<file path="src/rtl/instr_entry_queue.sv">
// instr_entry_queue: decodes ARM instructions to microcode entry addresses into a FIFO.
// Ports: clk/reset/flush, in_valid/in_ready/in_instr, out_valid/out_ready/out_* head, count.
module instr_entry_queue #(
  parameter int ADDR_W = 7,
  parameter int DEPTH  = 4,
  parameter logic [ADDR_W-1:0] UNDEF_ADDR = {ADDR_W{1'b1}}
) (
  input  logic                     clk,
  input  logic                     reset,
  input  logic                     flush,
  input  logic                     in_valid,
  output logic                     in_ready,
  input  logic [31:0]              in_instr,
  output logic                     out_valid,
  input  logic                     out_ready,
  output logic [ADDR_W-1:0]        out_entry,
  output logic                     out_undef,
  output logic [3:0]               out_cond,
  output logic [31:0]              out_instr,
  output logic [$clog2(DEPTH):0]   count
);

  localparam int PW = $clog2(DEPTH);
  localparam int CW = PW + 1;
  localparam logic [CW-1:0] FULL = CW'(DEPTH);

  logic [ADDR_W-1:0] r_entry [DEPTH];
  logic              r_undef [DEPTH];
  logic [31:0]       r_instr [DEPTH];
  logic [PW-1:0]     r_wptr;
  logic [PW-1:0]     r_rptr;
  logic [CW-1:0]     r_count;

  logic [2:0]        w_op;
  logic [3:0]        w_ls;
  logic              w_br;
  logic              w_dpi;
  logic              w_dpr;
  logic              w_hw;
  logic              w_ldst;
  logic [7:0]        w_raw;
  logic [ADDR_W-1:0] w_entry;
  logic              w_undef;
  logic              w_push;
  logic              w_pop;

  assign w_op = in_instr[27:25];
  // load/store mode bits: {L, P, U, W}
  assign w_ls = {in_instr[20], in_instr[24],
                 in_instr[23], in_instr[21]};

  assign w_br   = (w_op == 3'b101);
  assign w_dpi  = (w_op == 3'b001);
  assign w_dpr  = (w_op == 3'b000) && !in_instr[4];
  assign w_hw   = (w_op == 3'b000) && in_instr[7]
               && in_instr[4]
               && (in_instr[6:5] != 2'b00);
  assign w_ldst = (w_op == 3'b010);

  // Classes are mutually exclusive, so order is free.
  always_comb begin
    w_raw   = 8'd0;
    w_undef = 1'b0;
    unique case (1'b1)
      w_br:    w_raw = in_instr[24] ? 8'd40 : 8'd42;
      w_dpi:   w_raw = 8'd43;
      w_dpr:   w_raw = 8'd44;
      w_hw:    w_raw = 8'd45 + {4'd0, w_ls};
      w_ldst:  w_raw = 8'd4 + {3'd0, w_ls, 1'b0};
      default: w_undef = 1'b1;
    endcase
  end

  // All legal entries are < 64, so the narrowest ADDR_W (7) holds them.
  assign w_entry = w_undef ? UNDEF_ADDR : ADDR_W'(w_raw);

  assign in_ready  = !reset && !flush && (r_count < FULL);
  assign out_valid = (r_count != '0);
  assign w_push    = in_valid && in_ready;
  assign w_pop     = out_valid && out_ready;

  always_ff @(posedge clk) begin
    if (reset || flush) begin
      r_wptr  <= '0;
      r_rptr  <= '0;
      r_count <= '0;
    end else begin
      if (w_push)
        r_wptr <= r_wptr + 1'b1;
      if (w_pop)
        r_rptr <= r_rptr + 1'b1;
      if (w_push && !w_pop)
        r_count <= r_count + 1'b1;
      else if (w_pop && !w_push)
        r_count <= r_count - 1'b1;
    end
  end

  always_ff @(posedge clk) begin
    if (w_push) begin
      r_entry[r_wptr] <= w_entry;
      r_undef[r_wptr] <= w_undef;
      r_instr[r_wptr] <= in_instr;
    end
  end

  // Storage is never cleared; gating keeps the head at 0 when empty.
  assign out_entry = out_valid ? r_entry[r_rptr] : '0;
  assign out_undef = out_valid ? r_undef[r_rptr] : 1'b0;
  assign out_instr = out_valid ? r_instr[r_rptr] : 32'd0;
  assign out_cond  = out_instr[31:28];
  assign count     = r_count;

endmodule
</file>
<file path="config.mk">
export PLATFORM = sky130hd
export DESIGN_NAME = instr_entry_queue
export DESIGN_NICKNAME = d
export VERILOG_FILES = /design/src/rtl/instr_entry_queue.sv
export SDC_FILE = /design/constraint.sdc
export NUM_CORES = 1
export LEC_CHECK = 0
export ABC_AREA = 1
export ABC_CLOCK_PERIOD_IN_PS = 3600
export BUFFER_PORTS_ARGS = -buffer_cell sky130_fd_sc_hd__buf_4
export CORE_ASPECT_RATIO = 1.75
export CORE_MARGIN = 3
export CORE_UTILIZATION = 30
export CTS_CLUSTER_DIAMETER = 80
export DETAILED_ROUTE_END_ITERATION = 8
export SETUP_SLACK_MARGIN = 0.1
export SLEW_MARGIN = 20
export SYNTH_ARGS = -nofsm -noshare
export SYNTH_HDL_FRONTEND = slang
export SYNTH_SLANG_ARGS = --single-unit
</file>
<file path="constraint.sdc">
create_clock -name clk -period 3.6 [get_ports clk]
set_input_delay 0.72 -clock clk [delete_from_list [all_inputs] [get_ports clk]]
set_output_delay 0.72 -clock clk [all_outputs]
set_load 0.02 [all_outputs]
</file>
# Word level (Yosys, flattened, before mapping)
# Memories as Yosys holds them, arrays and structs flattened. A register that Yosys moved wholly into a read port is not among the register bits.
# Cells that the tools add are included.
# W data, S select, Z words.
op_classes:
  add_sub_neg: 6
  n_lt_le_gt_ge: 1
  eq_ne: 3
  mux: 17
  n_reduce_logical: 21
op_table:
  columns: ["op", "n"]
  rows:
  - ["$pmux W7 S5", 1]
  - ["$mux W32", 1]
  - ["$mux W2", 7]
  - ["$mux W7", 2]
  - ["$logic_and A1 B1 Y1", 10]
  - ["$add A6 B4 Y7 const A", 1]
  - ["$add A3 B5 Y6 const A", 1]
  - ["$mux W3", 2]
  - ["$logic_not A1 Y1", 5]
  - ["$reduce_or A5 Y1", 1]
  - ["$add A2 B1 Y2 const B", 2]
  - ["$mux W1", 4]
  - ["$reduce_bool A2 Y1", 2]
  - ["$add A3 B1 Y3 const B", 1]
  - ["$eq A3 B1 Y1 const B", 1]
  - ["$eq A3 B2 Y1 const B", 1]
  - ["$eq A3 B3 Y1 const B", 1]
  - ["$logic_not A3 Y1", 1]
  - ["$lt A3 B3 Y1 const B", 1]
  - ["$reduce_bool A3 Y1", 1]
  - ["$sub A3 B1 Y3 const B", 1]
  - ["$logic_or A1 B1 Y1", 1]
word_totals:
  ff_bits: 7
  ramBits: 160
  in_bits: 37
  out_inout_bits: 49
  word_cells: 54
  mem_count: 3
memory_table:
  columns: ["name", "depth", "word_bits", "rd", "rd_ports_with_merged_regs", "wr", "line", "source"]
  rows:
  - ["r_instr", 4, 32, 1, 1, 1, "29", "logic [31:0] r_instr [DEPTH];"]
  - ["r_entry", 4, 7, 1, 1, 1, "27", "logic [ADDR_W-1:0] r_entry [DEPTH];"]
  - ["r_undef", 4, 1, 1, 1, 1, "28", "logic r_undef [DEPTH];"]

# Longest topological paths before layout
# Gate-level depths: netlist of the first run.
logic_depth:
  ltp_word: 8
  mapped_depth: 12
  mapped_depth_nobuf: 12

# Least setup slack after synthesis of the first run
# Ideal clock, no wire load.
synth_timing:
  kind: "in2reg"
  start: "input port flush"
  end: "memory r_entry[0][0] (enable)"
  setup_ns: 0.435
  arrival_ns: 2.774
  t_required_ns: 3.165
  slack_ns: 0.390
  cell_stages: 3
  path_buffers: 0
  cell_sequence: "nor2_2 -> nand3_1 -> nor2_1"
synth_between:
  elab_chain_cells: 6
synth_rtl:
  columns: ["element", "line", "source"]
  rows:
  - ["from (decl)", "10", "input logic flush,"]
  - ["$logic_not A1 Y1", "77", "assign in_ready = !reset && !flush && (r_count < FULL);"]
  - ["$logic_and A1 B1 Y1 (2 in a row)", "77", null]
  - ["$logic_and A1 B1 Y1", "79", "assign w_push = in_valid && in_ready;"]
  - ["$mux W1", "100", "if (w_push) begin"]
  - ["$mux W1 (implied by the code)", "101", "r_entry[r_wptr] <= w_entry;"]
  - ["to (decl)", "27", null]
# Every way passes these cells.

==> summary.md, run 1 <==
| Metric | Value |
|---|---|
| Outcome | `finished, final reports clean` |
| FFs w/ async S/R, synth | `0%` |
| Remaining Overflow, GRT | `0` |
| Worst endpoint data arrival time | `2.32 ns` |
| Area delta synth->final | `21.19%` |
| Hold path startpoint | `in_instr[0]` |
| Largest fanout on the critical path | `34` |
| Count of nets left with antenna violations after detail routing | `0` |
| PnR Total Power | `approximately 0.0041 W` |
| Max Clock Freq | `329.5 MHz` |
| Clk slew on worst S/H paths | `0.06 ns` |
| Post-cts gate resize count | `0` |
| Synth cell types | `24` |
| Worst r2r dst | `count[2]` |
| Area of the mapped netlist | `about 7000 um2` |
| First-pass GRT wire length | `about 24000 um` |
| Number of buffers created by CTS | `17` |
| Hold-fix buffer count after cts | `0` |
| TritonCTS Sinks | `about 170` |
| Detailed Place HPWL | `9008 um` |
| Setup tns final | `0 ns` |
| Layout cells sized above 1 | `between 10% and 20%` |
| Tot GR Track Use | `12.50%` |
| Pin count of the biggest net entering global routing | `between 70 and 80` |
| PortBufs | `85` |
| Detailed-route wire length per cell | `about 15 um` |
| Worst-path cell with the longest stage delay | `sky130_fd_sc_hd__dfxtp_2` |
| Highest cell delay on the worst timing path | `roughly 0.67 ns` |
| Total I/O pin count | `between 80 and 90` |
| H-Tree Level Count | `4` |
| Final count of pins violating max slew | `0` |
| List of most frequent post-synthesis cells | `171 x sky130_fd_sc_hd__nor2_1, 156 x sky130_fd_sc_hd__edfxtp_1, 67 x sky130_fd_sc_hd__o21ai_0, 45 x sky130_fd_sc_hd__a21oi_1, 41 x sky130_fd_sc_hd__nand2_1` |
| Setup skew after layout | `between 0.007 and 0.008 ns` |
| Buffers inserted during post-CTS setup optimization | `0` |
| Shortest period the worst path allows | `roughly 3.0 ns` |
| R2R Setup Slk | `approximately 1.5 ns` |
| Floorplan Core Area | `22250 um2` |
| Post-Syn Area per Cell | `11.42 um2` |
| Starting density of the core | `between 30% and 40%` |
| Total routed wirelength | `~15000 um` |
| Post-route core utilization | `between 30% and 40%` |
| Final critical-path setup slack | `~0.56 ns` |
| Nature of the critical path endpoint | `output port` |
| Post-synth top area cell | `sky130_fd_sc_hd__edfxtp_1` |
| Most instantiated flip-flop cell in the synthesis netlist | `sky130_fd_sc_hd__edfxtp_1` |
| Slew at the pin closest to its max-slew limit | `between 0.8 and 0.9 ns` |
| Warning count from the yosys run | `0` |
| Dominant cells by area after synthesis | `sky130_fd_sc_hd__edfxtp_1 68%, sky130_fd_sc_hd__nor2_1 9.4%, sky130_fd_sc_hd__o21ai_0 4.9%` |
| Number of synthesized flops with an enable pin | `~160` |
| Maximum clock insertion buffer count | `2` |
| Vias after detailed routing | `4467` |
| Register bit total from synthesis | `165` |
| Clock latency of the later-clocked register in the worst-skew pair | `about 0.42 ns` |
| Static leakage | `just over 3 nW` |
| Vias per std cell | `between 4 and 5` |
| Mapped Nets | `646` |
| Vert. Die Dim | `just over 200 um` |
| Number of diodes added for antenna fixing | `0` |
| Category of the critical setup timing path | `flip-flop to output port` |
| Worst VDD drop | `a little under 0.0003 V` |
| Startpoint types | `flip-flop` |
| Number of instances in the synthesized netlist | `600` |
| Cell-by-cell listing of the critical path | `buf_4, nor2_1, nor2_1, o21ai_0, a21oi_1, buf_4` |
| Required arrival time at the worst endpoint | `approximately 2.9 ns` |
| Total Die Area | `approximately 25000 um2` |
| First-pass iteration count of the detailed router | `4` |
| Final Cycle Share | `84.31%` |
| Clock tree from TritonCTS | `built` |
| Number of cells on the worst hold path | `1` |
| Power per standard cell area | `about 500 nW/um2` |
| Max Cap Violations | `0` |
| Final hold violations | `0` |
| Buffer type at the clock tree root | `sky130_fd_sc_hd__clkbuf_16` |
| RSZ-0062 raised after global routing | `no` |
| Row cnt | `approximately 70` |
| Total Nets Final | `just over 700` |
| Startpoint of the lowest-slack register-to-register path | `count[2]` |
| Headroom to the max-slew limit | `between 40% and 50%` |
| Initial antenna violation count | `0` |
| Post-Place Setup Slack | `approximately 0.89 ns` |
| Fraction of post-synthesis cell area in the top cell type by area | `about 70%` |
| RePlAce Congestion | `between 0.7 and 0.8` |
| Tightest Hold Check Type | `input pin to flip-flop` |
| Die Span X | `about 120 um` |
| Reg2reg path depth | `12` |
| Number of DRC markers after the initial detailed-route iteration | `between 200 and 300` |
| Via count of the first global-routing pass | `about 4600` |
| Sequential area share after synthesis | `between 70% and 80%` |
| Most repeated cell in the gate-level netlist after synthesis | `sky130_fd_sc_hd__nor2_1` |
| Final Setup Violations | `0` |
| Total of fill cells in the finished design | `2157` |
| DRC violations left | `0` |
| Worst slack on hold paths | `between 0.5 and 0.6 ns` |
| Worst min-delay path endpoint | `r_instr[2][0]` |
[critical path, delay by kind of cell, from the launching register on]
family                 cells  cell delay, ns
buffers and inverters      2            0.65
AO/OA/AOI/OAI              2            0.38
flip-flops                 1            0.67
AND/OR/NAND/NOR            2            0.18
[cell type report]
| type | instances | area, um2 | share of cell area [%] |
|---|---|---|---|
| Clock inverter | 12 | 106.4 | 1.280 |
| Tap cell | 296 | 370.4 | 4.458 |
| Multi-Input combinational cell | 366 | 1682 | 20.24 |
| Sequential cell | 165 | 4867 | 58.59 |
| Clock buffer | 20 | 456.7 | 5.498 |
| Timing Repair Buffer | 92 | 690.7 | 8.314 |
| Inverter | 35 | 133.9 | 1.612 |
[cells in the final DEF (no fill, tap or decap)]
| cell | count |
|---|---|
| sky130_fd_sc_hd__nor3_1 | 1 |
| sky130_fd_sc_hd__ha_1 | 8 |
| sky130_fd_sc_hd__nand2_2 | 1 |
| sky130_fd_sc_hd__dfxtp_2 | 2 |
| sky130_fd_sc_hd__bufinv_16 | 1 |
| sky130_fd_sc_hd__nor2_1 | 167 |
| sky130_fd_sc_hd__inv_2 | 3 |
| sky130_fd_sc_hd__o21ai_0 | 67 |
| sky130_fd_sc_hd__inv_6 | 1 |
| sky130_fd_sc_hd__nand4_1 | 1 |
| sky130_fd_sc_hd__clkinvlp_4 | 4 |
| sky130_fd_sc_hd__xor2_1 | 1 |
| sky130_fd_sc_hd__clkinv_4 | 2 |
| sky130_fd_sc_hd__clkbuf_1 | 1 |
| sky130_fd_sc_hd__clkinv_2 | 4 |
| sky130_fd_sc_hd__inv_1 | 31 |
| sky130_fd_sc_hd__o21ai_1 | 13 |
| sky130_fd_sc_hd__nand3_1 | 14 |
| sky130_fd_sc_hd__fa_1 | 1 |
| sky130_fd_sc_hd__o31ai_1 | 1 |
| sky130_fd_sc_hd__clkbuf_16 | 17 |
| sky130_fd_sc_hd__dfxtp_1 | 7 |
| sky130_fd_sc_hd__nor2_2 | 1 |
| sky130_fd_sc_hd__buf_4 | 92 |
| sky130_fd_sc_hd__clkbuf_8 | 2 |
| sky130_fd_sc_hd__inv_4 | 1 |
| sky130_fd_sc_hd__a21oi_1 | 45 |
| sky130_fd_sc_hd__nand2_1 | 41 |
| sky130_fd_sc_hd__nor2_4 | 4 |
| sky130_fd_sc_hd__edfxtp_1 | 156 |
[sequential cells by signal, summed over array words and instances, names as in the netlist, named ones only]
name and count:
r_instr 128, r_undef 2, count 3, r_wptr 2
r_rptr 2, r_entry 26
[logic make-up after synthesis]
kind of cell | after synthesis | synth area share (%)
adder cells (fa/ha/maj) | 9 | 1.753
buffers and inverters | 69 | 4.929
AND/OR/NAND/NOR | 230 | 12.98
flip-flops | 165 | 70.97
AO/OA/AOI/OAI | 126 | 9.237
XOR/XNOR | 1 | 0.1278
[how the worst max path moves through the flow]
stage | start | slack (ns) | endpoint
5_1_grt | flip-flop | 0.39 | out_entry[6]
3_3_place_gp | flush | 0.96 | count[2]
3_5_place_dp | flush | 0.89 | count[2]
6_report | flip-flop | 0.56 | out_entry[4]
2_1_floorplan | flush | 0.39 | r_entry[0][0]
4_1_cts | flip-flop | 0.51 | out_instr[16]
[report_power, final]
part | internal, W | switching, W | total, W
Sequential | 0.00212 | 0.00000865 | 0.00213
Combinational | 0.000110 | 0.000204 | 0.000314
Clock | 0.000986 | 0.000708 | 0.00169
Total | 0.00322 | 0.000920 | 0.00414
[routing by layer]
metal  track usage [%]  wire (um)  vias up  part of all wire [%]
met1             13.56       5891     2146                    39
met3             3.149        683       17                   4.5
met5                 0          0        -                     0
met4             6.280        331        0                   2.2
li1                  -          -     2210                     -
met2             22.47       8160       94                    54
[through the flow]
stage | cell area (um2) | instances
floorplan | 6854 | 600
global placement | 7744 | 954
detailed placement | 7744 | 954
CTS | 8307 | 986
global route | 8307 | 986
finish | 8307 | 986
Power figures use the tool's default switching activity.
==> inputs of run 2 (changes only) <==
--- a/config.mk
+++ b/config.mk
@@ -6,7 +6,7 @@
 export NUM_CORES = 1
 export LEC_CHECK = 0
 export ABC_AREA = 1
-export ABC_CLOCK_PERIOD_IN_PS = 3600
+export ABC_CLOCK_PERIOD_IN_PS = 2800
 export BUFFER_PORTS_ARGS = -buffer_cell sky130_fd_sc_hd__buf_4
 export CORE_ASPECT_RATIO = 1.75
 export CORE_MARGIN = 3
==> constraint.sdc (replaced) <==
create_clock -name clk -period 2.8 [get_ports clk]
set_input_delay 0.56 -clock clk [delete_from_list [all_inputs] [get_ports clk]]
set_output_delay 0.56 -clock clk [all_outputs]
set_load 0.02 [all_outputs]
==> run 2 against run 1 <==
Compared with the run above: count of clock-buffer cells in the layout is 2 lower; sequential power is 29% higher; first-iteration DRC count decreased by 37%.
==> summary.md, run 2 (same netlist as run 1, synthesis figures left out) <==
| Metric | Value |
|---|---|
| Outcome | `finished, final reports clean` |
| Number of flip-flops under the largest register name | `~130` |
| Worst VDD drop | `0.0004049 V` |
| Required arrival time at the worst endpoint | `2.24 ns` |
| Vert. Die Dim | `just over 200 um` |
| Cell-by-cell listing of the critical path | `inv_2, nor2_1, o21ai_0, a21oi_1, buf_4` |
| Number of DRC markers after the initial detailed-route iteration | `172` |
| Total Nets Final | `slightly above 700` |
| Post-Place Setup Slack | `about 0.5 ns` |
| First-pass iteration count of the detailed router | `4` |
| Met3 global-route usage | `around 3.1%` |
| Hold path startpoint | `in_instr[1]` |
| PnR Total Power | `0.005633 W` |
| Maximum clock insertion buffer count | `2` |
| Detailed Place HPWL | `roughly 9300 um` |
| Static leakage | `a little over 3 nW` |
| Storage cell area | `4870 um2` |
| Initial antenna violation count | `0` |
| Nature of the critical path endpoint | `output port` |
| Total routed wirelength | `approximately 15000 um` |
| Total Die Area | `roughly 25000 um2` |
| Max Cap Violations | `0` |
| Layout cells sized above 1 | `19.65%` |
| Tot GR Track Use | `between 10% and 20%` |
| First-pass GRT wire length | `23440 um` |
| Worst endpoint data arrival time | `around 1.9 ns` |
| Post-route core utilization | `approximately two fifths` |
| Slew at the pin closest to its max-slew limit | `0.8628 ns` |
| Reg2reg path depth | `12` |
| Power per standard cell area | `665.4 nW/um2` |
| Headroom to the max-slew limit | `between 40 and 50%` |
| Setup skew after layout | `0.01147 ns` |
| Area delta synth->final | `23.51%` |
| PortBufs | `between 80 and 90` |
| Pin count of the biggest net entering global routing | `between 70 and 80` |
| Count of nets left with antenna violations after detail routing | `0` |
| Worst-path cell with the longest stage delay | `sky130_fd_sc_hd__inv_2` |
| Clk slew on worst S/H paths | `approximately 0.060 ns` |
| R2R Setup Slk | `0.97 ns` |
| Floorplan Core Area | `around 22000 um2` |
| Most frequent cells in the layout | `167 x sky130_fd_sc_hd__nor2_1, 156 x sky130_fd_sc_hd__edfxtp_1, 89 x sky130_fd_sc_hd__buf_4` |
| Setup tns final | `0 ns` |
| RePlAce Congestion | `around 0.74` |
| Met1 demand-to-capacity share in global routing | `about an eighth` |
| Largest fanout on the critical path | `39` |
| Final Cycle Share | `between 80% and 90%` |
| Area of all placed cells without fillers | `8466 um2` |
| Worst path top cell family by delay | `buffers and inverters` |
| Leading cell type in the layout, fill and taps excluded | `sky130_fd_sc_hd__nor2_1` |
| DRC violations left | `0` |
| Row cnt | `72` |
| Total I/O pin count | `86` |
| RSZ-0062 raised after global routing | `no` |
| Via count of the first global-routing pass | `about 4600` |
| Number of buffers created by CTS | `17` |
| Final count of pins violating max slew | `0` |
| Tightest Hold Check Type | `input pin to flip-flop` |
| Total of fill cells in the finished design | `2151` |
| Buffer type at the clock tree root | `sky130_fd_sc_hd__clkbuf_16` |
| Vias after detailed routing | `between 4000 and 5000` |
| Detailed-route wire length per cell | `15.61 um` |
| Busiest metal layer after global routing | `met2` |
| Startpoint types | `flip-flop` |
| Max Clock Freq | `roughly 400 MHz` |
| Count of buffering cells on the critical path with inverters included | `2` |
| Highest cell delay on the worst timing path | `between 0.6 and 0.7 ns` |
| Final hold violations | `0` |
| Starting density of the core | `just over 30%` |
| Remaining Overflow, GRT | `0` |
| Met2 usage in global routing | `between 20% and 30%` |
| Startpoint of the lowest-slack register-to-register path | `count[0]` |
| Category of the critical setup timing path | `flip-flop to output port` |
| Vias per std cell | `4.561` |
| Cell area reported after detailed placement | `a little under 8000 um2` |
| Shortest period the worst path allows | `between 2 and 2.5 ns` |
| Worst min-delay path endpoint | `r_instr[1][1]` |
| Clock tree from TritonCTS | `built` |
| TritonCTS Sinks | `roughly 170` |
| Die Span X | `120.3 um` |
| Clock latency of the later-clocked register in the worst-skew pair | `roughly 0.42 ns` |
| H-Tree Level Count | `4` |
| Number of diodes added for antenna fixing | `0` |
| Final critical-path setup slack | `0.3063 ns` |
| Area used by multi-input combinational logic | `approximately 1700 um2` |
| Register with the most flip-flops | `r_instr` |
| Worst r2r dst | `count[2]` |
| Final Setup Violations | `0` |
| Number of cells on the worst hold path | `1` |
## run 2: worst max path at each step
stage,end,depth (start not counted),slack [ns]
2_1_floorplan,r_entry[0][0],3,-0.25
3_3_place_gp,out_entry[3],4,0.50
3_5_place_dp,out_entry[3],4,0.49
4_1_cts,out_entry[3],6,0.12
5_1_grt,out_instr[18],5,0.15
6_report,out_instr[4],5,0.31
## run 2: routing by layer
layer | wire length, um | part of all wire, % | vias up
li1 | - | - | 2210
met1 | 6012 | 39 | 2188
met2 | 8569 | 56 | 94
met3 | 563 | 3.7 | 14
met4 | 275 | 1.8 | 0
met5 | 0 | 0 | -
## run 2: area by class of cell
type	count	share of cell area (%)
clock inverter	14	2.453
inverter	35	1.641
sequential	165	57.52
clock buffer	18	5.069
timing repair buffer	94	9.075
tap	296	4.375
multi-input combinational	366	19.86
## run 2: worst reg2reg max path: cells and delay by family (launching register included)
family	cells	cell delay [ns]
flops	1	0.35
simple gates	8	0.69
fa+ha+maj	2	0.57
buf+inv	2	0.14
## run 2: where the power goes
group / internal [W] / leakage [nW] / switching [W]
Clock: 0.00158 / 0.311 / 0.000906
Sequential: 0.00273 / 1.48 / 0.0000104
Combinational: 0.000148 / 1.32 / 0.000264
Total: 0.00445 / 3.11 / 0.00118
## run 2: metrics by stage
step	instances	hold WS (ns)
2_1_floorplan	600	0.4669
3_3_place_gp	956	0.4872
6_report	988	0.3422
4_1_cts	988	0.3183
5_1_grt	988	0.3223
3_5_place_dp	956	0.4934
## run 2: repair_timing
item,in CTS,in global routing
setup buffers,0,0
hold buffers,0,0
gates cloned,0,0
pin swaps,0,0
gates resized for setup,2,1
setup endpoints to repair,13,21
==> inputs of run 3 (changes only) <==
--- a/config.mk
+++ b/config.mk
@@ -7,7 +7,7 @@
 export LEC_CHECK = 0
 export ABC_AREA = 1
 export ABC_CLOCK_PERIOD_IN_PS = 2800
-export BUFFER_PORTS_ARGS = -buffer_cell sky130_fd_sc_hd__buf_4
+export BUFFER_PORTS_ARGS = -buffer_cell sky130_fd_sc_hd__buf_2
 export CORE_ASPECT_RATIO = 1.75
 export CORE_MARGIN = 3
 export CORE_UTILIZATION = 30
==> run 3 against run 2 <==
Compared with the run above: design area down 2.8%; core utilization down 1.1 points; final cell count up 0.30%; clock skew down 0.0031 ns; count of clock-buffer cells in the layout up 3; critical path type unchanged; highest routed layer is now met5; combinational power down 9.7%.
==> summary.md, run 3 (same netlist as run 1, synthesis figures left out) <==
| Metric | Value |
|---|---|
| Outcome | `finished, final reports clean` |
| Fraction of power spent switching nets | `20.82%` |
| Vias per std cell | `approximately 4.6` |
| Category of the critical setup timing path | `flip-flop to output port` |
| Count of nets left with antenna violations after detail routing | `0` |
| Max Cap Violations | `0` |
| Reg2reg path depth | `12` |
| Area delta synth->final | `20.04%` |
| Vert. Die Dim | `slightly above 200 um` |
| Net Switching | `roughly 0.0011 W` |
| Tot GR Track Use | `around an eighth` |
| Detailed-route wire length per cell | `~15 um` |
| Worst endpoint data arrival time | `roughly 2.0 ns` |
| Starting density of the core | `30.80%` |
| Final Setup Violations | `0` |
| Nature of the critical path endpoint | `output port` |
| Via count of the first global-routing pass | `between 4000 and 5000` |
| Setup skew after layout | `~0.0084 ns` |
| First-pass GRT wire length | `22980 um` |
| Floorplan Core Area | `~22000 um2` |
| DRC violations left | `0` |
| Total Nets Final | `between 700 and 800` |
| Static leakage | `3.082 nW` |
| Pin count of the biggest net entering global routing | `79` |
| Share of total power in the clock network | `43.4%` |
| TritonCTS Sinks | `approximately 170` |
| Buffers inserted during post-CTS setup optimization | `0` |
| Share of total power in combinational logic | `6.8%` |
| Post-Place Setup Slack | `0.6655 ns` |
| RSZ-0062 raised after global routing | `no` |
| Worst slack on hold paths | `approximately 0.36 ns` |
| Clock tree from TritonCTS | `built` |
| Startpoint types | `flip-flop` |
| Worst VDD drop | `between 0.0003 and 0.0004 V` |
| Total of fill cells in the finished design | `around 2100` |
| Initial antenna violation count | `1` |
| Total routed wirelength | `around 15000 um` |
| Final hold violations | `0` |
| Number of DRC markers after the initial detailed-route iteration | `218` |
| Cell-by-cell listing of the critical path | `inv_4, o21ai_0, a21oi_1, buf_2` |
| Highest cell delay on the worst timing path | `~0.49 ns` |
| Post-cts gate resize count | `0` |
| Worst-path cell with the longest stage delay | `sky130_fd_sc_hd__inv_4` |
| Part of the power in registers | `49.9%` |
| Total Die Area | `24770 um2` |
| Tightest Hold Check Type | `input pin to flip-flop` |
| Detailed Place HPWL | `between 9000 and 10000 um` |
| Vias after detailed routing | `around 4600` |
| Slew at the pin closest to its max-slew limit | `between 0.8 and 0.9 ns` |
| Layout cells sized above 1 | `19.86%` |
| Clock latency of the later-clocked register in the worst-skew pair | `approximately 0.41 ns` |
| Power per standard cell area | `between 600 and 700 nW/um2` |
| First-pass iteration count of the detailed router | `4` |
| Number of cells on the worst hold path | `1` |
| Maximum clock insertion buffer count | `2` |
| Leading cell type in the layout, fill and taps excluded | `sky130_fd_sc_hd__nor2_1` |
| Hold-fix buffer count after cts | `0` |
| Final Cycle Share | `around 90%` |
| Required arrival time at the worst endpoint | `~2.2 ns` |
| Most frequent cells in the layout | `167 x sky130_fd_sc_hd__nor2_1, 156 x sky130_fd_sc_hd__edfxtp_1, 85 x sky130_fd_sc_hd__buf_2` |
| Final critical-path setup slack | `about 0.29 ns` |
| Clk slew on worst S/H paths | `~0.060 ns` |
| Headroom to the max-slew limit | `43.96%` |
| Buffer type at the clock tree root | `sky130_fd_sc_hd__clkbuf_16` |
| Number of flip-flops under the largest register name | `approximately 130` |
| Final count of pins violating max slew | `0` |
| Internal portion of total power | `between 0.004 and 0.005 W` |
| Row cnt | `72` |
| Total I/O pin count | `86` |
| Die Span X | `between 100 and 150 um` |
| Number of buffers created by CTS | `17` |
| Largest fanout on the critical path | `78` |
| PortBufs | `between 80 and 90` |
| Number of diodes added for antenna fixing | `0` |
| Max Clock Freq | `about 400 MHz` |
| Shortest period the worst path allows | `2.511 ns` |
| H-Tree Level Count | `4` |
| Register with the most flip-flops | `r_instr` |
| Remaining Overflow, GRT | `0` |
| RePlAce Congestion | `0.7642` |
## run 3: through the flow
stage | area [um2] | power (W) | utilization, % | setup TNS [ns] | instances
finish | 8228 | 0.005487 | 36.98 | 0 | 991
floorplan | 6854 | 0.003013 | - | -38.94 | 600
CTS | 8228 | 0.005529 | 36.98 | 0 | 991
global route | 8228 | 0.005664 | 36.98 | 0 | 991
global placement | 7619 | 0.003163 | 34.24 | 0 | 959
detailed placement | 7619 | 0.003167 | 34.24 | 0 | 959
## run 3: power groups by stage
stage	Sequential, W	Combinational, W	Clock (W)
global placement	0.00279	0.000374	0
floorplan	0.00279	0.000221	0
global route	0.00274	0.000411	0.00252
finish	0.00274	0.000371	0.00238
detailed placement	0.00279	0.000379	0
CTS	0.00274	0.000380	0.00241
## run 3: cell type report
cell class	count	area (um2)	share of cell area, %
clock inverter	11	158.9	1.931
inverter	35	133.9	1.627
clock buffer	21	450.4	5.474
timing repair buffer	97	565.5	6.873
sequential	165	4867	59.15
tap	296	370.4	4.501
multi-input combinational	366	1682	20.44
## run 3: path summary, 6_finish.rpt
kind / start / endpoint / slack, ns
setup / recovery: flip-flop / out_entry[3] / 0.29
hold / removal: in_instr[2] / r_instr[3][2] / 0.36
setup reg to reg: count[0] / count[2] / 1.04
hold reg to reg: r_rptr[1] / flip-flop / 0.50
## run 3: critical path: cells and delay by family, from the launching register on
family                 cells  cell delay (ns)
AOI/OAI and AO/OA          2             0.47
DFF                        1             0.34
buffers and inverters      2             0.70
## run 3: layer usage
layer / part of all wire, % / track usage (%) / vias up
met5: 0.087 / 0 / -
met4: 2.6 / 6.240 / 2
met3: 4.0 / 3.258 / 22
met2: 53 / 22.13 / 92
met1: 41 / 13.10 / 2222
li1: - / - / 2220
